[src/rtl/ysyx_23060184_bus_arbiter_pkg.sv]
// Shared bus definitions for the IFU/LSU arbiter: widths, default watchdog
// limit, FSM and master encodings, and the CLINT window the LSU crossbar decodes.
package ysyx_23060184_bus_arbiter_pkg;

  localparam int BUS_ADDR_W  = 32;
  localparam int BUS_DATA_W  = 32;
  localparam int BUS_TIMEOUT = 255;

  localparam logic [31:0] CLINT_BASE = 32'h0200_0000;
  localparam logic [31:0] CLINT_LAST = 32'h0200_ffff;

  typedef enum logic [1:0] {
    ST_IDLE = 2'd0,
    ST_ADDR = 2'd1,
    ST_DATA = 2'd2
  } state_e;

  typedef enum logic {
    M_IFU = 1'b0,
    M_LSU = 1'b1
  } master_e;

  // Round-robin on contention: the master that did not win last time goes next.
  function automatic master_e pick_winner(input logic ifu_req, input logic lsu_req,
                                          input master_e last_grant);
    if (ifu_req && lsu_req) return (last_grant == M_IFU) ? M_LSU : M_IFU;
    return lsu_req ? M_LSU : M_IFU;
  endfunction

  function automatic logic in_clint(input logic [31:0] addr);
    return (addr >= CLINT_BASE) && (addr <= CLINT_LAST);
  endfunction

endpackage

[src/rtl/ysyx_23060184_bus_watchdog.sv]
// Transaction watchdog: counts owned cycles and flags the last cycle a
// transaction is allowed to run before the arbiter aborts it.
module ysyx_23060184_bus_watchdog
  import ysyx_23060184_bus_arbiter_pkg::*;
#(
  parameter int TIMEOUT = BUS_TIMEOUT
) (
  input  logic clock,
  input  logic reset,
  input  logic i_clear,
  input  logic i_enable,
  output logic o_expire
);

  localparam int CNT_W = $clog2(TIMEOUT + 1);

  logic [CNT_W-1:0] r_wd_cnt;

  // NOTE: sequential state is always written with <= so every flop samples
  // the pre-edge value of its inputs regardless of block ordering.
  always_ff @(posedge clock) begin
    if (reset || i_clear) begin
      r_wd_cnt <= '0;
    end else if (i_enable) begin
      r_wd_cnt <= r_wd_cnt + CNT_W'(1);
    end
  end

  assign o_expire = i_enable && (r_wd_cnt == CNT_W'(TIMEOUT - 1));

endmodule

[src/rtl/ysyx_23060184_bus_arbiter.sv]
// Two-master (IFU, LSU) to one-slave memory bus arbiter with alternating
// priority, one outstanding transaction and a watchdog abort path.
module ysyx_23060184_bus_arbiter
  import ysyx_23060184_bus_arbiter_pkg::*;
#(
  parameter int ADDR_W  = BUS_ADDR_W,
  parameter int DATA_W  = BUS_DATA_W,
  parameter int TIMEOUT = BUS_TIMEOUT
) (
  input  logic                clock,
  input  logic                reset,

  input  logic                ifu_req,
  input  logic [ADDR_W-1:0]   ifu_addr,
  output logic                ifu_done,
  output logic [DATA_W-1:0]   ifu_rdata,
  output logic                ifu_err,
  output logic                ifu_grant,

  input  logic                lsu_req,
  input  logic                lsu_we,
  input  logic [ADDR_W-1:0]   lsu_addr,
  input  logic [DATA_W-1:0]   lsu_wdata,
  input  logic [DATA_W/8-1:0] lsu_wmask,
  output logic                lsu_done,
  output logic [DATA_W-1:0]   lsu_rdata,
  output logic                lsu_err,
  output logic                lsu_grant,

  output logic                mem_valid,
  output logic                mem_we,
  output logic [ADDR_W-1:0]   mem_addr,
  output logic [DATA_W-1:0]   mem_wdata,
  output logic [DATA_W/8-1:0] mem_wmask,
  input  logic                mem_ready,
  input  logic                mem_resp_valid,
  input  logic [DATA_W-1:0]   mem_rdata,
  input  logic                mem_resp_err
);

  state_e  r_state;
  master_e r_last_grant;
  logic    r_ifu_grant;
  logic    r_lsu_grant;

  logic              w_in_idle;
  logic              w_in_addr;
  logic              w_in_data;
  logic              w_start;
  logic              w_resp;
  logic              w_expire;
  logic              w_abort;
  logic              w_finish;
  logic              w_rsp_err;
  logic [DATA_W-1:0] w_rsp_data;
  master_e           w_winner;

  assign w_in_idle = (r_state == ST_IDLE);
  assign w_in_addr = (r_state == ST_ADDR);
  assign w_in_data = (r_state == ST_DATA);
  assign w_start   = w_in_idle && (ifu_req || lsu_req);
  assign w_winner  = pick_winner(ifu_req, lsu_req, r_last_grant);

  // A zero-wait slave may answer in the address cycle itself.
  assign w_resp   = (w_in_addr && mem_ready && mem_resp_valid) ||
                    (w_in_data && mem_resp_valid);
  assign w_abort  = w_expire && !w_resp;
  assign w_finish = (w_resp || w_abort) && !reset;

  assign w_rsp_data = w_resp ? mem_rdata : '0;
  assign w_rsp_err  = w_resp ? mem_resp_err : 1'b1;

  ysyx_23060184_bus_watchdog #(
    .TIMEOUT (TIMEOUT)
  ) u_watchdog (
    .clock    (clock),
    .reset    (reset),
    .i_clear  (w_start),
    .i_enable (w_in_addr || w_in_data),
    .o_expire (w_expire)
  );

  always_ff @(posedge clock) begin
    if (reset) begin
      r_state      <= ST_IDLE;
      r_last_grant <= M_IFU;
      r_ifu_grant  <= 1'b0;
      r_lsu_grant  <= 1'b0;
    end else begin
      case (r_state)
        ST_IDLE: begin
          if (w_start) begin
            r_state      <= ST_ADDR;
            r_last_grant <= w_winner;
            r_ifu_grant  <= (w_winner == M_IFU);
            r_lsu_grant  <= (w_winner == M_LSU);
          end
        end
        ST_ADDR: begin
          if (w_finish) begin
            r_state     <= ST_IDLE;
            r_ifu_grant <= 1'b0;
            r_lsu_grant <= 1'b0;
          end else if (mem_ready) begin
            r_state <= ST_DATA;
          end
        end
        ST_DATA: begin
          if (w_finish) begin
            r_state     <= ST_IDLE;
            r_ifu_grant <= 1'b0;
            r_lsu_grant <= 1'b0;
          end
        end
        default: begin
          r_state     <= ST_IDLE;
          r_ifu_grant <= 1'b0;
          r_lsu_grant <= 1'b0;
        end
      endcase
    end
  end

  // NOTE: every output of this block gets a default before the branches,
  // otherwise the unassigned paths would infer latches.
  always_comb begin
    mem_valid = 1'b0;
    mem_we    = 1'b0;
    mem_addr  = '0;
    mem_wdata = '0;
    mem_wmask = '0;
    if (w_in_addr) begin
      mem_valid = 1'b1;
      if (r_lsu_grant) begin
        mem_we    = lsu_we;
        mem_addr  = lsu_addr;
        mem_wdata = lsu_wdata;
        mem_wmask = lsu_wmask;
      end else begin
        mem_addr  = ifu_addr;
      end
    end
  end

  assign ifu_grant = r_ifu_grant;
  assign lsu_grant = r_lsu_grant;

  assign ifu_done  = r_ifu_grant && w_finish;
  assign ifu_rdata = ifu_done ? w_rsp_data : '0;
  assign ifu_err   = ifu_done && w_rsp_err;

  assign lsu_done  = r_lsu_grant && w_finish;
  assign lsu_rdata = lsu_done ? w_rsp_data : '0;
  assign lsu_err   = lsu_done && w_rsp_err;

endmodule

[config.mk]
export PLATFORM = sky130hd
export DESIGN_NAME = ysyx_23060184_bus_arbiter
export DESIGN_NICKNAME = d
export VERILOG_FILES = /design/src/rtl/ysyx_23060184_bus_arbiter_pkg.sv /design/src/rtl/ysyx_23060184_bus_watchdog.sv /design/src/rtl/ysyx_23060184_bus_arbiter.sv
export SDC_FILE = /design/constraint.sdc
export NUM_CORES = 1
export LEC_CHECK = 0
export CORE_AREA = 5 5 105 107
export CTS_CLUSTER_SIZE = 12
export DETAILED_ROUTE_END_ITERATION = 16
export DIE_AREA = 0 0 110 112
export MAX_ROUTING_LAYER = met4
export PLACE_DENSITY_LB_ADDON = 0.1
export SLEW_MARGIN = 20
export SYNTH_ARGS = -nofsm -noshare
export SYNTH_HDL_FRONTEND = slang
export SYNTH_SLANG_ARGS = --single-unit
[constraint.sdc]
create_clock -name clock -period 2.34 [get_ports clock]
set_clock_uncertainty 0.1 [all_clocks]
set_input_delay 0.468 -clock clock [delete_from_list [all_inputs] [get_ports clock]]
set_output_delay 0.468 -clock clock [all_outputs]
set_load 0.05 [all_outputs]
# After elaboration in Yosys (flattened, before gate mapping)
# Index checks and enable logic that the tools add are counted.
# word_totals
regBits,13
output_inout_bits,140
# op_classes
n_bitwise,1
muxes,28
n_eq_ne,7
n_reduce_logical,24
addsub,1
# op_table
cell,count
32-bit two-way mux,7
1-bit logical AND,12
1-bit two-way mux,12
"8-bit by 1-bit adder with 8-bit output, second input constant",1
"8-bit equality test, second input constant",1
2-bit two-way mux,4
4-bit two-way mux,2
"2-bit by 1-bit inequality test with 1-bit output, second input constant",3
2-bit case mux with 3 select lines,1
1-bit logical OR,5
1-bit case mux with 2 select lines,2
2-bit AND reduction,2
"3-bit by 2-bit inequality test with 1-bit output, second input constant",1
3-bit AND reduction,1
"2-bit by 1-bit equality test with 1-bit output, second input constant",1
"2-bit equality test, second input constant",1
1-bit zero test,2
2-bit zero test,1
2-bit OR reduction,1
1-bit NOT,1

# Logic depth before layout (Yosys ltp)
# logic_depth
depth_word,10
depth_mapped,9
ltp_nobuf,6

# By module
# A second synthesis with hierarchy kept.
# unflattened
cells_unflattened,278
hier_area_um2,1953.1
# modules_own_cells
mod,cells_each,seq_area_each_um2,area_each_um2,instances
ysyx_23060184_bus_arbiter,236,100.1,1584.0,1
ysyx_23060184_bus_watchdog,42,160.2,369.1,1

# Worst setup path before layout
# No wires, ideal clock.
# synth_path
kind,register to output
start,register r_state[1]
end,output port ifu_rdata[23]
arrival_ns,2.266
required_time_ns,1.772
path_stages_with_launch,10
slack_ns,-0.494
cell_sequence,dfxtp_1 inv_1 ha_1 buf_6 a21o_1 and2_4 buf_6 o211a_4 buf_6 and3_1
# synth_via
elab_chain_len,10
elab_cells_between_ends,15
classes_between,eq/ne: 2; mux: 2; reduce/logical: 11
# synth_rtl
item,line,text
"start, declared",ysyx_23060184_bus_arbiter.sv:41,state_e r_state;
"start signal, assigned",ysyx_23060184_bus_arbiter.sv:85,r_state <= ST_IDLE;
"start signal, assigned",ysyx_23060184_bus_arbiter.sv:93,r_state <= ST_ADDR;
"start signal, assigned",ysyx_23060184_bus_arbiter.sv:101,r_state <= ST_IDLE;
2-bit by 1-bit equality test with 1-bit output,ysyx_23060184_bus_arbiter.sv:59,assign w_in_addr = (r_state == ST_ADDR);
1-bit logical AND (2 in series),ysyx_23060184_bus_arbiter.sv:65,assign w_resp = (w_in_addr && mem_ready && mem_resp_valid) ||
1-bit logical OR,ysyx_23060184_bus_arbiter.sv:65,
1-bit zero test,ysyx_23060184_bus_arbiter.sv:67,assign w_abort = w_expire && !w_resp;
1-bit logical AND,ysyx_23060184_bus_arbiter.sv:67,
1-bit logical OR (*),ysyx_23060184_bus_arbiter.sv:68,assign w_finish = (w_resp || w_abort) && !reset;
1-bit logical AND (*),ysyx_23060184_bus_arbiter.sv:68,
1-bit logical AND (*),ysyx_23060184_bus_arbiter.sv:148,assign ifu_done = r_ifu_grant && w_finish;
via ifu_done,ysyx_23060184_bus_arbiter.sv:15,"output logic ifu_done,"
32-bit two-way mux (*),ysyx_23060184_bus_arbiter.sv:149,assign ifu_rdata = ifu_done ? w_rsp_data : '0;
"end, declared",ysyx_23060184_bus_arbiter.sv:16,"output logic [DATA_W-1:0] ifu_rdata,"
# The timed path passes the listed nets; every way through them passes the cells marked *.

# Final worst setup path
# layout_path
start,register r_state[1]
end,output port lsu_rdata[0]
# layout_via
elab_cells_between_ends,15
classes_between,eq/ne: 2; mux: 2; reduce/logical: 11
# layout_lines
item,line,text
2-bit by 1-bit equality test with 1-bit output / 2-bit equality test (equally long branches),"ysyx_23060184_bus_arbiter.sv:59, ysyx_23060184_bus_arbiter.sv:60",
1-bit logical OR (*),ysyx_23060184_bus_arbiter.sv:79,".i_enable (w_in_addr || w_in_data),"
via u_watchdog.i_enable,ysyx_23060184_bus_watchdog.sv:11,"input logic i_enable,"
1-bit logical AND (*),ysyx_23060184_bus_watchdog.sv:29,assign o_expire = i_enable && (r_wd_cnt == CNT_W'(TIMEOUT - 1));
1-bit logical AND (*),ysyx_23060184_bus_arbiter.sv:67,
1-bit logical OR (*),ysyx_23060184_bus_arbiter.sv:68,
1-bit logical AND (*),ysyx_23060184_bus_arbiter.sv:68,
1-bit logical AND (*),ysyx_23060184_bus_arbiter.sv:152,assign lsu_done = r_lsu_grant && w_finish;
32-bit two-way mux (*),ysyx_23060184_bus_arbiter.sv:153,assign lsu_rdata = lsu_done ? w_rsp_data : '0;
"end, declared",ysyx_23060184_bus_arbiter.sv:26,"output logic [DATA_W-1:0] lsu_rdata,"
# Marks and branches as above.

==> results by stage <==
Worst setup path:
- Walking the worst path, the cells encountered are inv_2 > ha_4 > and4_4 > and2_4 > o211a_4 > buf_8 > and3_4 > buf_12.
- The worst setup path is launched from a register.
- The startpoint identified for the worst register-to-register timing path is r_state[1].
- The data required time at the worst endpoint is 1.77 ns.
- The kind of end point of the critical path is an output port.
- Data on the critical path arrives at its endpoint at 2.02 ns.
- The standard cell with the maximum stage delay on the critical path is sky130_fd_sc_hd__dfxtp_2.
- The type of the worst setup path is reg2out.
- Of all nets on the critical path, the largest fanout is 8.
- On the worst path, the slowest cell contributes a delay of ~0.33 ns.
- The worst setup path startpoint is r_state[1].

Clocking:
- The total clock buffers created by CTS is 3.
- The clock slew seen by the registers of the worst setup and hold paths is 0.05 ns.
- In this run the number of H-tree levels came out at 1.
- TritonCTS built the clock tree.
- The later pin in the worst-skew pair is clocked with a latency of approximately 0.24 ns.
- Counting along the longest clock path gives a buffer depth of 2.
- Clock tree synthesis selected as its root buffer the cell sky130_fd_sc_hd__clkbuf_8.
- Clock tree synthesis found a total of 13 sinks.

Power:
- Combinational logic is responsible for 88.4% of the overall power.
- The proportion of power drawn by flip-flops and latches is 7.3%.
- Dividing total power by cell area gives a power density of 620 nW/µm².
- Internal power comes to 0.00234 W.
- The reported net switching power is 0.00223 W.
- Across the VDD grid, the largest voltage drop is roughly 0.56 mV.
- The fraction of power spent switching nets is 48.7%.
- Per report_power, the clock group accounts for 4.2% of the total.
- The analysis attributes to cell leakage a power of 3.00 nW.

GRT:
- Entering global routing, the biggest net connects between 70 and 80 pins.
- The global router's overall resource usage is 23.1%.
- Global routing finished with a remaining overflow of 0.
- The via count of the first global-routing pass came to 3630.
- The first global-routing pass estimated 21.1 mm of wire.
- The initial antenna violation count came to 1.

Logic synthesis:
- The synthesized design contains 0 enable-type register cells.
- The area of the mapped netlist is 2100 µm².
- By count the netlist is led by sky130_fd_sc_hd__and3_1 (102), sky130_fd_sc_hd__mux2i_1 (32), sky130_fd_sc_hd__nor2b_1 (32), sky130_fd_sc_hd__clkbuf_1 (17), sky130_fd_sc_hd__dfxtp_1 (13).
- The warning count from the yosys run is 0.
- The synthesized area divided by synthesized cell count is 7.38 µm².
- In this run, synthesis produced a sequential element count of 13.
- Synthesis produced 285 cells.
- By area the synthesized netlist is led by sky130_fd_sc_hd__and3_1 (30%), sky130_fd_sc_hd__mux2i_1 (15%), sky130_fd_sc_hd__dfxtp_1 (12%).
- The post-synthesis cell type count is 37.
- The top cell type by area accounts for 30.3% of the synthesized area.
- Summing the sequential cell areas from Yosys gives 12.4% of the chip area.
- The most repeated cell in the gate-level netlist after synthesis is sky130_fd_sc_hd__and3_1.
- Counting flops with an async set or reset pin after synthesis yields a share of 0%.
- Among all flip-flop cells after synthesis, the most frequent one is sky130_fd_sc_hd__dfxtp_1.
- The synthesized design spends more area on one cell type than any other, namely sky130_fd_sc_hd__and3_1.
- When the netlist entered floorplanning its net count stood at 430.

Layout:
- In the final layout, the share of cells above drive strength 1 is 55.7%.
- The post-synthesis to final-layout area growth is 250%.
- Summing all flip-flop and latch instances after layout gives 267 µm².
- The area taken by multi-input logic gates is 2230 µm².
- The fill cell total of the finished layout is 700.
- The final layout contains about 730 nets.
- The final design utilization is 73.4%.
- The non-filler instance count after layout is approximately 720.

Timing:
- The number of failing hold endpoints at the final stage is 0.
- The final critical path takes up 111% of the cycle.
- The number of failing setup endpoints in the final timing report is 68.
- Based on the critical path, the design can be clocked at up to 386 MHz.
- The final worst slack is -0.249 ns.
- Measured against its own limit, the worst slew margin works out to 64.2%.
- The transition time at the pin with the least slew margin is between 0.5 and 0.6 ns.
- The final count of pins violating max slew came to 0.
- Setup repair after global routing could not meet its margin everywhere.
- The routed design could run at a clock period as short as about 2.6 ns.

Place:
- The detailed placement HPWL is 11.9 mm.
- The port buffer count is 279.
- Routability-driven placement finished with a final weighted congestion of 0.930.
- The placed instance count is 689.

Floorplanning:
- The core region area is 10000 µm².
- The die covers between 10000 and 15000 µm².
- The placement row count is 37.
- For this configuration, the core starts out at a cell density of 20.9%.
- In this run the vertical extent of the chip is 112 µm.
- The horizontal die dimension is 110 µm.
- In this run the count of I/O pins placed on the die edge is between 200 and 300.

Route:
- The wire length reported by the detailed router is 15.5 mm.
- The count of vias placed by the detailed router is 3461.
- Once detail routing completed, the nets flagged for antenna violations numbered 0.
- Dividing the detail-routed via count by the number of cells gives between 4 and 5.
- After the first detailed-routing iteration, the DRC count stood at between 100 and 150.
- The post-detailed-route wirelength per cell is 21.6 µm.
- The first detailed-routing pass ran for 6 iterations.
- The count of unresolved DRC violations after routing is 0.

Worst hold path:
- The path class of the tightest hold or removal check is reg2reg.
- The start point of the worst hold path is u_watchdog.r_wd_cnt[7].

Run status:
- The final reports fail on negative setup slack.
- The flow ran to the end, but the final reports show violations.

Job:
- Across the run, the number of max-cap violations was 0.
[logic make-up (layout without fill, tap and decap cells)]
family | count (synthesis) | in the layout | synth area share [%]
compound gates | 20 | 26 | 7.85
buf+inv | 37 | 324 | 9.93
mux | 32 | 32 | 15.2
fa+ha+maj | 5 | 5 | 2.97
flops | 13 | 13 | 12.4
other cells | 0 | 1 | 0
simple gates | 171 | 173 | 48.7
xor+xnor | 7 | 7 | 2.91
[layout make-up]
class,count,area share (%)
Timing Repair Buffer,314,62.8
Tap cell,136,2.31
Inverter,6,0.323
Sequential cell,13,3.62
Antenna cell,1,0.0340
Clock buffer,4,0.611
Multi-Input combinational cell,243,30.3
[state kept, by name, indices dropped and copies added, names as in the netlist]
name                 flops
u_watchdog.r_wd_cnt      8
r_state                  2
ifu_grant                1
lsu_grant                1
r_last_grant             1
[path summary, 6_finish.rpt]
| path | to | slack (ns) | cells past startpoint |
|---|---|---|---|
| max | lsu_rdata[0] | -0.25 | 8 |
| min | u_watchdog.r_wd_cnt[7] | 0.42 | 2 |
| max reg2reg | r_state[0] | 0.21 | 9 |
| min reg2reg | u_watchdog.r_wd_cnt[7] | 0.42 | 2 |
[per-layer routing]
metal | vias to the layer above | part of all wire (%) | track usage, % | wire (µm)
li1 | 1643 | - | - | -
met1 | 1587 | 34 | 23.2 | 5300
met2 | 191 | 52 | 40.9 | 7980
met3 | 40 | 10 | 8.64 | 1600
met4 | 0 | 3.9 | 6.98 | 604
met5 | - | 0 | - | 0
[cells in the final DEF (no fill, tap or decap), types with 10 or more instances in the layout]
master | netlist | final
sky130_fd_sc_hd__nor2b_2 | 0 | 30
sky130_fd_sc_hd__mux2i_1 | 32 | 32
sky130_fd_sc_hd__and3_2 | 0 | 30
sky130_fd_sc_hd__nor2_1 | 12 | 12
sky130_fd_sc_hd__buf_4 | 1 | 18
sky130_fd_sc_hd__and3_4 | 0 | 64
sky130_fd_sc_hd__dfxtp_1 | 13 | 10
sky130_fd_sc_hd__clkdlybuf4s50_1 | 0 | 139
sky130_fd_sc_hd__nand2_1 | 10 | 10
sky130_fd_sc_hd__buf_12 | 0 | 143
[critical path, delay by kind of cell (launching register included)]
family	cells	cell delay, ns
buffers and inverters	3	0.33
AND/OR/NAND/NOR	3	0.64
adder cells (fa/ha/maj)	1	0.27
flip-flops	1	0.33
AO/OA/AOI/OAI	1	0.21
[power by group through the flow]
stage	combinational, W	clock (W)	sequential (W)
after floorplan	0.00204	0	0.000354
after global placement	0.00374	0	0.000316
after detailed placement	0.00379	0	0.000320
after CTS	0.00387	0.000197	0.000327
after global routing	0.00423	0.000211	0.000343
final	0.00404	0.000194	0.000334
[what timing repair did]
| action | in CTS | in global routing |
|---|---|---|
| gates resized for setup | 11 | 23 |
| setup buffers | 2 | 7 |
| cloned | 4 | 10 |
| setup endpoints to repair | 137 | 100 |
| pin swaps | 12 | 24 |
| hold buffers | 0 | 0 |
[through the flow]
step / hold slack (ns) / power [W] / area [µm²] / setup WS, ns / setup TNS (ns)
floorplan: 0.372 / 0.00240 / 2610 / -0.110 / -1.15
global placement: 0.388 / 0.00406 / 6910 / -0.325 / -20.60
detailed placement: 0.413 / 0.00411 / 6910 / -0.341 / -20.70
CTS: 0.428 / 0.00439 / 7070 / -0.257 / -15.03
global route: 0.458 / 0.00479 / 7370 / -0.313 / -17.56
finish: 0.423 / 0.00457 / 7370 / -0.249 / -13.13
No activity file was read; power rests on OpenSTA's default activity.
